[src/rtl/pc_if.sv]
// Bundle between the single-cycle core control/datapath and the PC unit.
// Use the slave modport on the PC unit and the master modport on the driving core logic.
interface pc_if #(
   parameter int CNT_W = 32
);
   logic             stall;
   logic             branch;
   logic             branch_ne;
   logic             zero;
   logic             jump;
   logic             jr;
   logic [15:0]      imm16;
   logic [25:0]      target26;
   logic [31:0]      rs_data;
   logic [31:0]      pc;
   logic [31:0]      pc_plus4;
   logic             halted;
   logic             misalign;
   logic [CNT_W-1:0] instr_cnt;

   modport master (
      output stall, branch, branch_ne, zero, jump, jr, imm16, target26, rs_data,
      input  pc, pc_plus4, halted, misalign, instr_cnt
   );

   modport slave (
      input  stall, branch, branch_ne, zero, jump, jr, imm16, target26, rs_data,
      output pc, pc_plus4, halted, misalign, instr_cnt
   );
endinterface

[src/rtl/pc_unit.sv]
// Program counter with next-PC selection, self-loop halt detection and a retired-instruction count.
// The pc output addresses instruction fetch; a halt freezes everything until reset.
//
// state  | meaning
// S_RUN  | fetching, PC advances every unstalled cycle
// S_HALT | self-loop seen, PC and count frozen until rst
module pc_unit #(
   parameter logic [31:0] RESET_PC = 32'h0000_0000,
   parameter int          CNT_W    = 32
) (
   input logic clk,
   input logic rst,
   pc_if.slave bus
);
   typedef enum logic {S_RUN = 1'b0, S_HALT = 1'b1} state_e;

   state_e           state_q, state_d;
   logic [31:0]      pc_q, pc_d;
   logic [CNT_W-1:0] cnt_q, cnt_d;
   logic             misalign_q, misalign_d;

   logic [31:0] pc_plus4;
   logic [31:0] br_tgt;
   logic [31:0] j_tgt;
   logic [31:0] jr_tgt;
   logic [31:0] next_pc;
   logic        taken;
   logic        advance;

   always_comb begin
      pc_plus4 = pc_q + 32'd4;
      taken    = bus.branch & (bus.branch_ne ? ~bus.zero : bus.zero);
      br_tgt   = pc_plus4 + {{14{bus.imm16[15]}}, bus.imm16, 2'b00};
      j_tgt    = {pc_plus4[31:28], bus.target26, 2'b00};
      jr_tgt   = {bus.rs_data[31:2], 2'b00};
      if (bus.jr)        next_pc = jr_tgt;
      else if (bus.jump) next_pc = j_tgt;
      else if (taken)    next_pc = br_tgt;
      else               next_pc = pc_plus4;
      advance  = (state_q == S_RUN) && !bus.stall;
   end

   always_ff @(posedge clk) begin
      if (rst) begin
         state_q    <= S_RUN;
         pc_q       <= RESET_PC;
         cnt_q      <= '0;
         misalign_q <= 1'b0;
      end else begin
         state_q    <= state_d;
         pc_q       <= pc_d;
         cnt_q      <= cnt_d;
         misalign_q <= misalign_d;
      end
   end

   always_comb begin
      state_d = state_q;
      if (advance && (next_pc == pc_q)) state_d = S_HALT;
   end

   // The self-loop instruction itself still retires; only later cycles are frozen.
   always_comb begin
      pc_d       = pc_q;
      cnt_d      = cnt_q;
      misalign_d = misalign_q;
      if (advance) begin
         pc_d  = next_pc;
         cnt_d = cnt_q + CNT_W'(1);
         if (bus.jr && (bus.rs_data[1:0] != 2'b00)) misalign_d = 1'b1;
      end
   end

   assign bus.pc        = pc_q;
   assign bus.pc_plus4  = pc_plus4;
   assign bus.halted    = (state_q == S_HALT);
   assign bus.misalign  = misalign_q;
   assign bus.instr_cnt = cnt_q;
endmodule

[src/flat_wrapper.sv]
// flat-port wrapper written by rule: the top's interface ports become plain ports
module pc_unit_flat 
#(
   parameter logic [31:0] RESET_PC = 32'h0000_0000,
   parameter int          CNT_W    = 32
)
  (clk, rst, bus_stall, bus_branch, bus_branch_ne, bus_zero, bus_jump, bus_jr, bus_imm16, bus_target26, bus_rs_data, bus_pc, bus_pc_plus4, bus_halted, bus_misalign, bus_instr_cnt);
  pc_if #(.CNT_W(CNT_W)) bus_i ();
  input logic clk;
  input logic rst;
  input wire logic [$bits(bus_i.stall)-1:0] bus_stall;
  input wire logic [$bits(bus_i.branch)-1:0] bus_branch;
  input wire logic [$bits(bus_i.branch_ne)-1:0] bus_branch_ne;
  input wire logic [$bits(bus_i.zero)-1:0] bus_zero;
  input wire logic [$bits(bus_i.jump)-1:0] bus_jump;
  input wire logic [$bits(bus_i.jr)-1:0] bus_jr;
  input wire logic [$bits(bus_i.imm16)-1:0] bus_imm16;
  input wire logic [$bits(bus_i.target26)-1:0] bus_target26;
  input wire logic [$bits(bus_i.rs_data)-1:0] bus_rs_data;
  output wire logic [$bits(bus_i.pc)-1:0] bus_pc;
  output wire logic [$bits(bus_i.pc_plus4)-1:0] bus_pc_plus4;
  output wire logic [$bits(bus_i.halted)-1:0] bus_halted;
  output wire logic [$bits(bus_i.misalign)-1:0] bus_misalign;
  output wire logic [$bits(bus_i.instr_cnt)-1:0] bus_instr_cnt;
  assign bus_i.stall = bus_stall;
  assign bus_i.branch = bus_branch;
  assign bus_i.branch_ne = bus_branch_ne;
  assign bus_i.zero = bus_zero;
  assign bus_i.jump = bus_jump;
  assign bus_i.jr = bus_jr;
  assign bus_i.imm16 = bus_imm16;
  assign bus_i.target26 = bus_target26;
  assign bus_i.rs_data = bus_rs_data;
  assign bus_pc = bus_i.pc;
  assign bus_pc_plus4 = bus_i.pc_plus4;
  assign bus_halted = bus_i.halted;
  assign bus_misalign = bus_i.misalign;
  assign bus_instr_cnt = bus_i.instr_cnt;
  pc_unit #(.RESET_PC(RESET_PC), .CNT_W(CNT_W)) u_core (.clk(clk), .rst(rst), .bus(bus_i));
endmodule
[config.mk]
export PLATFORM = sky130hd
export DESIGN_NAME = pc_unit_flat
export DESIGN_NICKNAME = d
export VERILOG_FILES = /design/src/rtl/pc_if.sv /design/src/rtl/pc_unit.sv /design/src/flat_wrapper.sv
export SDC_FILE = /design/constraint.sdc
export NUM_CORES = 1
export LEC_CHECK = 0
export ABC_AREA = 1
export ABC_CLOCK_PERIOD_IN_PS = 3470
export CAP_MARGIN = 20
export CORE_UTILIZATION = 30
export DETAILED_ROUTE_END_ITERATION = 8
export GPL_ROUTABILITY_DRIVEN = 1
export PLACE_DENSITY_LB_ADDON = 0.2
export SLEW_MARGIN = 10
export SYNTH_ARGS = -nofsm -noshare
export SYNTH_HDL_FRONTEND = slang
export SYNTH_SLANG_ARGS = --single-unit
[constraint.sdc]
create_clock -name clk -period 3.47 [get_ports clk]
set_clock_uncertainty 0.1 [all_clocks]
set_input_delay 0.694 -clock clk [delete_from_list [all_inputs] [get_ports clk]]
set_output_delay 0.694 -clock clk [all_outputs]
set_load 0.03 [all_outputs]
# After elaboration in Yosys (flattened, before gate mapping)
# Cells that the tools add are included.
# totals
reg_bits	66
out_inout_bits	98
# classes
n_addsub	3
eq_ne	1
mux	4
bitwise_logic	3
reduce_logical	6
# op_table
op	count
32-bit 2-to-1 mux	3
32-bit by 1-bit adder with 32-bit output, second input constant	1
32-bit by 3-bit adder with 32-bit output, second input constant	1
32-bit adder	1
32-bit equality test	1
1-bit logical AND	3
1-bit NOT	2
2-bit AND reduction	1
2-bit nonzero test	1
1-bit AND	1
1-bit logical NOT	1
1-bit 2-to-1 mux	1

# Depth between registers and ports, before layout
# Gate-level depths: netlist (run 1).
# depth
word_depth	8
ltp_mapped	30
mapped_depth_nobuf	30

# Least setup slack after synthesis (run 1)
# Ideal clock, no wire load.
# synth_timing
path_kind	register -> register
from	register u_core.pc_q[2] (netlist: u_core.bus.pc[2])
to	register u_core.state_q (netlist: u_core.bus.halted)
setup_time_ns	0.067
arrival_ns	3.587
required_ns	3.303
setup_slack_ns	-0.285
path_stages_with_launch	26
n_path_buf	0
period_less_slack_ns	3.755
path_cell_list	dfxtp_1 > inv_2 > nor2_1 > nand2_2 > nor2_4 > nand2_4 > nor2_4 > xor2_1 > ha_1 > a21oi_1 > nor2_1 > nor2_1 > nand2_1 > a21oi_1 > nand2_1 > nand2_1 > nand3_1 > nand2_1 > nand2_1 > nand2_1 > nand2_1 > nor2_1 > nand2_1 > nor2_1 > nand3_1 > a21oi_2
# synth_via
elab_chain_len	7
# synth_rtl
element	line_no	text
start, declared	pc_unit.sv:18	logic [31:0] pc_q, pc_d;
start signal, assigned	pc_unit.sv:51	pc_q <= pc_d;
32-bit by 3-bit adder with 32-bit output *	pc_unit.sv:31	pc_plus4 = pc_q + 32'd4;
named net bus_pc_plus4[2]	flat_wrapper.sv:21	output wire logic [$bits(bus_i.pc_plus4)-1:0] bus_pc_plus4;
32-bit adder	pc_unit.sv:33	br_tgt = pc_plus4 + {{14{bus.imm16[15]}}, bus.imm16, 2'b00};
32-bit 2-to-1 mux *	pc_unit.sv:38	else if (taken) next_pc = br_tgt;
32-bit 2-to-1 mux *	pc_unit.sv:37	else if (bus.jump) next_pc = j_tgt;
32-bit 2-to-1 mux *	pc_unit.sv:36	if (bus.jr) next_pc = jr_tgt;
32-bit equality test *	pc_unit.sv:59	if (advance && (next_pc == pc_q)) state_d = S_HALT;
1-bit logical AND *	pc_unit.sv:59	
end signal, assigned	pc_unit.sv:50	state_q <= state_d;
end, declared	pc_unit.sv:17	state_e state_q, state_d;
# Mark *: on every way through the listed nets, which the timed path passes. The rest lies on a longest branch.
# A chain may end at the register's enable or synchronous reset.

# Worst setup path in the final report (run 1)
# layout_timing
from	register u_core.pc_q[3] (netlist: u_core.bus.pc[3])
to	register u_core.state_q (netlist: u_core.bus.halted)
# layout_via
elab_chain_len	7
# layout_rtl
element	line_no
32-bit by 3-bit adder with 32-bit output	pc_unit.sv:31
32-bit adder	pc_unit.sv:33
32-bit 2-to-1 mux	pc_unit.sv:38
32-bit 2-to-1 mux	pc_unit.sv:37
32-bit 2-to-1 mux	pc_unit.sv:36
32-bit equality test *	pc_unit.sv:59
1-bit logical AND *	pc_unit.sv:59
# Every way passes the cells marked *; elsewhere a longest branch is shown, timed or not.

==> metrics.txt, run 1 <==
CTS Buffer Depth=2; CTS clk-pin slew, worst paths=0.06 ns; drt first pass iters=5; DRT iter0 DRCs=530; synthesized cell area=around 7300 um^2; number of flops mapped to enable cells by yosys=0; Total Power=between 0.003 and 0.004 W; CP max stage delay=around 0.37 ns; highest metal used=met4; die area=~25000 um^2; DR WL met3=2.11 mm; unrepaired setup endpoints after global routing=true; VDD IR max=about 0.00027 V; gpl congestion=0.957; Hold Startpoint=u_core.bus.misalign$_SDFFE_PP0P_; switching share of power=0.378; clock power share=0.262; Cell Int Power=0.00217 W; clk_lat worst skew=between 0.3 and 0.4 ns; failing checks=negative setup slack; post-layout min period=approximately 3.5 ns; clk root buf=clkbuf_16; die width=158 um; Top-Level Pins=180; Crit. End Element=flop; final net count=around 1900; fraction of layout cells with a size suffix above 1=0.292; leakage dissipation=approximately 5.9 nW; worst slew pin tran=around 0.55 ns; Post-synth top cells=nand2_1, inv_1, nand3_1, nor2_1, a21oi_1; all-layer global routing usage=0.240; final std cells w/o fill=about 2100; Area growth syn-to-layout=70.8%; reg2reg path depth=28; initial antenna violation count=0; fin. max-slew vios=0; worst rel slew slack=0.631; Tcrit/Tclk final=1.01; CTS tree=yes; Port Buffer Count=approximately 180; WHS Endpoint=u_core.bus.misalign$_SDFFE_PP0P_; Die H=approximately 160 um; initial core utilization=0.309; Layout fillers=roughly 2400; HP Class=reg -> reg; Final setup viols=1; syn nets=around 1500; largest net degree at the start of global routing=52; Setup TNS Final=-0.0244 ns; reg-to-reg startpoint=u_core.bus.pc[3]$_SDFFE_PP0P_; dpl cells=~2000; Reg power frac=0.237; row count=56; core area=roughly 24000 um^2; top cells by area, synth=nand2_1, dfxtp_1, inv_1, nand3_1, a21oi_1; status=complete, but fails checks; CP max-delay cell=dfxtp_2; antenna viol nets, final=0; r2r endpoint=u_core.bus.halted$_SDFFE_PP0P_; dpl hpwl=24.6 mm; peak fanout along the critical path=4; Avg Inst Size Synth=5.43 um^2; CTS buffer count=9; H-tree depth=3; pwr dens=approximately 280 nW/um^2; cell count of the worst hold path=2; Congestion Overflow GR=0; Worst Path Buf+Inv=4; via count=~9800; first-pass GRT wire length=approximately 47 mm; crit path DAT=3.66 ns; Psw=0.00132 W; Cell Area, Placed=~11000 um^2; DR vias/cell=4.73; clk sink count=66; most frequent CP cell=nand2_1; # DRC=0; yosys warns=0; number of max-cap violations=0; f_max=between 0.2 and 0.3 GHz; final WL=~31 mm; top-area cell type share of the netlist area=0.223; Layout Utilization=0.528; ys async rst share=0; Antenna Cells=0; Hold Violations, Final=0; min setup slack post-route=-0.0244 ns; sequential area share after synthesis=0.180; vias in the first global route=9055; Setup CP Type=reg -> reg; design area=12500 um^2; Synth cell types=40; Synth area leader=nand2_1; wire length on met1=roughly 14 mm; Worst R2R Setup Slack=-0.02 ns; most frequent cell after synthesis=nand2_1; ys flop type=dfxtp_1; Top delay family on crit path=simple AND/OR/NAND/NOR gates; synthesis-stage register bit count=66; CP Data Required Time=3.63 ns; WL per Instance=roughly 15 um; Post-Syn Instances=1353; CP Launch Type=flop; combinational share of power=0.501; wire length on met2=14.4 mm
-- per-layer routing --
layer  GRT usage  vias up
met4      0.0559        0
li1            -     5095
met5           0        -
met3      0.0403       33
met1       0.317     4374
met2       0.404      264
-- through the flow --
stage | hold slack [ns] | setup slack (ns)
after floorplan | 0.475 | 0.00840
after global placement | 0.344 | -0.308
after detailed placement | 0.345 | -0.374
after CTS | 0.353 | -0.0487
after global routing | 0.407 | -0.258
final | 0.352 | -0.0244
-- registers in the layout (all words and copies together) (netlist names) --
name	cells
u_core.bus.halted	1
u_core.bus.instr_cnt	32
u_core.bus.misalign	1
u_core.bus.pc	32
-- worst max path at each step --
stage	startpoint	endpoint	slack, ns	cells after the start
detailed placement	bus_imm16[0]	u_core.bus.halted$_SDFFE_PP0P_	-0.37	25
global placement	bus_imm16[0]	u_core.bus.halted$_SDFFE_PP0P_	-0.31	23
floorplan	u_core.bus.pc[4]$_SDFFE_PP0P_	u_core.bus.halted$_SDFFE_PP0P_	0.008	26
finish	u_core.bus.pc[3]$_SDFFE_PP0P_	u_core.bus.halted$_SDFFE_PP0P_	-0.02	28
CTS	u_core.bus.pc[3]$_SDFFE_PP0P_	u_core.bus.halted$_SDFFE_PP0P_	-0.05	26
global route	u_core.bus.pc[3]$_SDFFE_PP0P_	u_core.bus.halted$_SDFFE_PP0P_	-0.26	27
-- cell type report --
type                            instances  area, um^2  area share
Sequential cell                        66        1340       0.107
Clock buffer                           14         264      0.0211
Clock inverter                          2        35.0     0.00279
Timing Repair Buffer                  411        3620       0.289
Inverter                              205         777      0.0620
Multi-Input combinational cell       1047        6100       0.486
Tap cell                              319         399      0.0318
-- worst register-to-register path: cells and delay by family (launching register included) --
family | cells | cell delay [ns]
flops | 1 | 0.37
simple gates | 20 | 1.72
buf+inv | 4 | 0.43
compound gates | 2 | 0.32
fa+ha+maj | 2 | 0.48
-- layout by cell type, fill, tap and decap left out, types with 12 or more instances in the layout --
cell type,n
a21oi_1,89
a21oi_2,12
buf_4,219
clkdlybuf4s50_1,175
dfxtp_1,57
ha_4,23
inv_1,181
inv_2,21
nand2_1,358
nand2_2,73
nand2_4,12
nand3_1,131
nand3_2,12
nand4_1,14
nor2_1,100
nor2_2,17
nor2_4,14
nor3_1,23
o21ai_0,47
or2_2,24
xor2_1,12
-- kinds of logic (layout without fill, tap and decap cells) --
logic type	count (synthesis)	count (layout)	share of synthesized area
AOI/OAI and AO/OA	179	179	0.126
xor gates and xnor gates	19	19	0.0227
adders and majority gates	38	38	0.0658
buffers and inverters	240	632	0.125
DFF	66	66	0.180
and+or+nand+nor	811	811	0.481
-- repair_timing --
item / 4_1_cts / 5_1_grt
endpoints found under the setup margin: 3 / 17
gates cloned: 0 / 0
setup buffers: 1 / 28
endpoints found under the hold margin: 0 / 0
gates resized for setup: 55 / 211
hold buffers: 0 / 0
pin swaps: 7 / 88
-- power by group through the flow --
stage               combinational, W  sequential, W  clock [W]
floorplan                   0.000699       0.000908          0
global placement             0.00148       0.000840          0
detailed placement           0.00148       0.000839          0
CTS                          0.00152       0.000824   0.000934
global route                 0.00190       0.000831   0.000970
finish                       0.00175       0.000827   0.000914
Power figures use the tool's default switching activity.
==> run 2, diff against run 1 <==
ABC_CLOCK_PERIOD_IN_PS = 4300   (was 3470)
clock period = 4.3 ns   (was 3.47 ns; I/O delays follow)
==> run 2 against run 1 <==
Wire length is 10% lower. First-iteration DRC count is 18% higher. Cell area is 21% lower. Sequential cell count stayed put. The run now ends clean. Cell count is 10% lower. Largest power group unchanged. Largest cell class unchanged. Register-to-register slack better by 0.40 ns. Critical path depth is 2 lower. Combinational power is 44% lower.
==> metrics.txt, run 2 (same netlist as run 1, synthesis figures left out) <==
number of max-cap violations=0; final WL=~28 mm; Worst path depth=26; Top delay family on crit path=simple AND/OR/NAND/NOR gates; Crit. End Element=flop; gpl congestion=1.07; Final setup viols=0; WHS=0.353 ns; CTS tree=yes; WL per Instance=around 15 um; status=finished clean; drt first pass iters=5; leakage dissipation=roughly 4.6 nW; row count=56; Area growth syn-to-layout=34.3%; core area=23800 um^2; initial core utilization=0.309; CTS clk-pin slew, worst paths=around 0.060 ns; Worst Path Buf+Inv=2; H-tree depth=3; clk root buf=clkbuf_16; most frequent CP cell=nand2_1; f_max=roughly 0.25 GHz; Setup CP Type=reg -> reg; Cell Area, Placed=between 9000 and 10000 um^2; CTS Buffer Depth=2; worst rel slew slack=0.491; all-layer global routing usage=0.223; worst slew pin tran=~0.76 ns; DR vias/cell=4.79; post-CTS setup buffer count=0; clk_lat worst skew=~0.33 ns; largest net degree at the start of global routing=52; clk sink count=66; initial antenna violation count=0; fraction of layout cells with a size suffix above 1=0.0601; Setup TNS Final=0 ns; crit path DAT=between 4 and 5 ns; cell count of the worst hold path=2; die width=around 160 um; via count=8858; post-layout min period=just under 4 ns; Tcrit/Tclk final=0.913; CP max-delay cell=dfxtp_1; HP Class=reg -> reg; Layout Utilization=0.415; final net count=between 1500 and 2000; CP Data Required Time=approximately 4.5 ns; VDD IR max=a little under 0.0002 V; CP max stage delay=about 0.5 ns; most frequent cells in the layout=nand2_1, inv_1, clkdlybuf4s50_1; Port Buffer Count=approximately 180; peak fanout along the critical path=7; Hold Violations, Final=0; Antenna Cells=0; fin. max-slew vios=0; Congestion Overflow GR=0; commonest non-fill, non-tap cell in the layout=nand2_1; Hold-fix buffers, CTS=0; vias in the first global route=8092; reg2reg path depth=26; die area=25100 um^2; Die H=between 150 and 200 um; pwr dens=~250 nW/um^2; antenna viol nets, final=0; design area=slightly below 10000 um^2; first-pass GRT wire length=about 43 mm; DRT iter0 DRCs=roughly 620; dpl hpwl=roughly 23 mm; CP Launch Type=flop; Top-Level Pins=between 150 and 200; CTS buffer count=9; unrepaired setup endpoints after global routing=false; # DRC=0
==> run 2: per-layer routing <==
metal / vias to the layer above / part of all wire / track usage
li1: 4679 / - / -
met4: 0 / 0.015 / 0.0458
met2: 264 / 0.45 / 0.374
met3: 25 / 0.071 / 0.0343
met5: - / 0 / 0
met1: 3890 / 0.46 / 0.300
==> run 2: layout make-up <==
cell class                      instances  area, um^2
Timing Repair Buffer                  198        1940
Clock buffer                           13         270
Clock inverter                          2        35.0
Multi-Input combinational cell       1047        5120
Sequential cell                        66        1320
Inverter                              205         769
Tap cell                              319         399
Fill cell                            2611       13900
==> run 2: path summary, 6_finish.rpt <==
kind                                          from  slack (ns)                                to
setup / recovery    u_core.bus.pc[10]$_SDFFE_PP0P_        0.38    u_core.bus.halted$_SDFFE_PP0P_
hold / removal    u_core.bus.misalign$_SDFFE_PP0P_        0.35  u_core.bus.misalign$_SDFFE_PP0P_
setup reg to reg    u_core.bus.pc[10]$_SDFFE_PP0P_        0.38    u_core.bus.halted$_SDFFE_PP0P_
hold reg to reg   u_core.bus.misalign$_SDFFE_PP0P_        0.35  u_core.bus.misalign$_SDFFE_PP0P_
==> run 2: power by group <==
part	internal [W]	leakage, nW	switching [W]
Sequential	0.000638	0.540	0.0000459
Combinational	0.000370	3.93	0.000611
Clock	0.000492	0.152	0.000270
Total	0.00150	4.62	0.000927
==> run 2: timing repair <==
action	4_1_cts	5_1_grt
resized for setup	0	6
hold endpoints to repair	0	0
setup endpoints to repair	0	1
==> run 2: stage by stage <==
stage          setup slack (ns)  power [W]  cells
2_1_floorplan             0.545    0.00129   1353
3_3_place_gp              0.153    0.00166   1834
3_5_place_dp              0.152    0.00167   1835
4_1_cts                   0.327    0.00243   1850
5_1_grt                  0.0176    0.00258   1850
6_report                  0.375    0.00243   1850
==> run 2: worst reg2reg max path, cell delays in order, from the launching register on <==
cell and delay (ns):
dfxtp_1 0.49, nand2_2 0.13, nor2_1 0.14, nand2_1 0.10, nor2_4 0.20, nand2_4 0.11, xor2_1 0.34, inv_1 0.16
ha_1 0.37, nand2_1 0.13, nor2_1 0.19, inv_1 0.07, nor2_1 0.12, nand2_1 0.09, nand2_1 0.07, nand2_1 0.04
nand3_1 0.06, nand2_1 0.05, nand2_1 0.17, nand2_1 0.11, nand2_1 0.08, nand2_1 0.06, nor2_1 0.09, nand2_1 0.05
nor2_1 0.12, nand3_1 0.10, a21oi_2 0.12
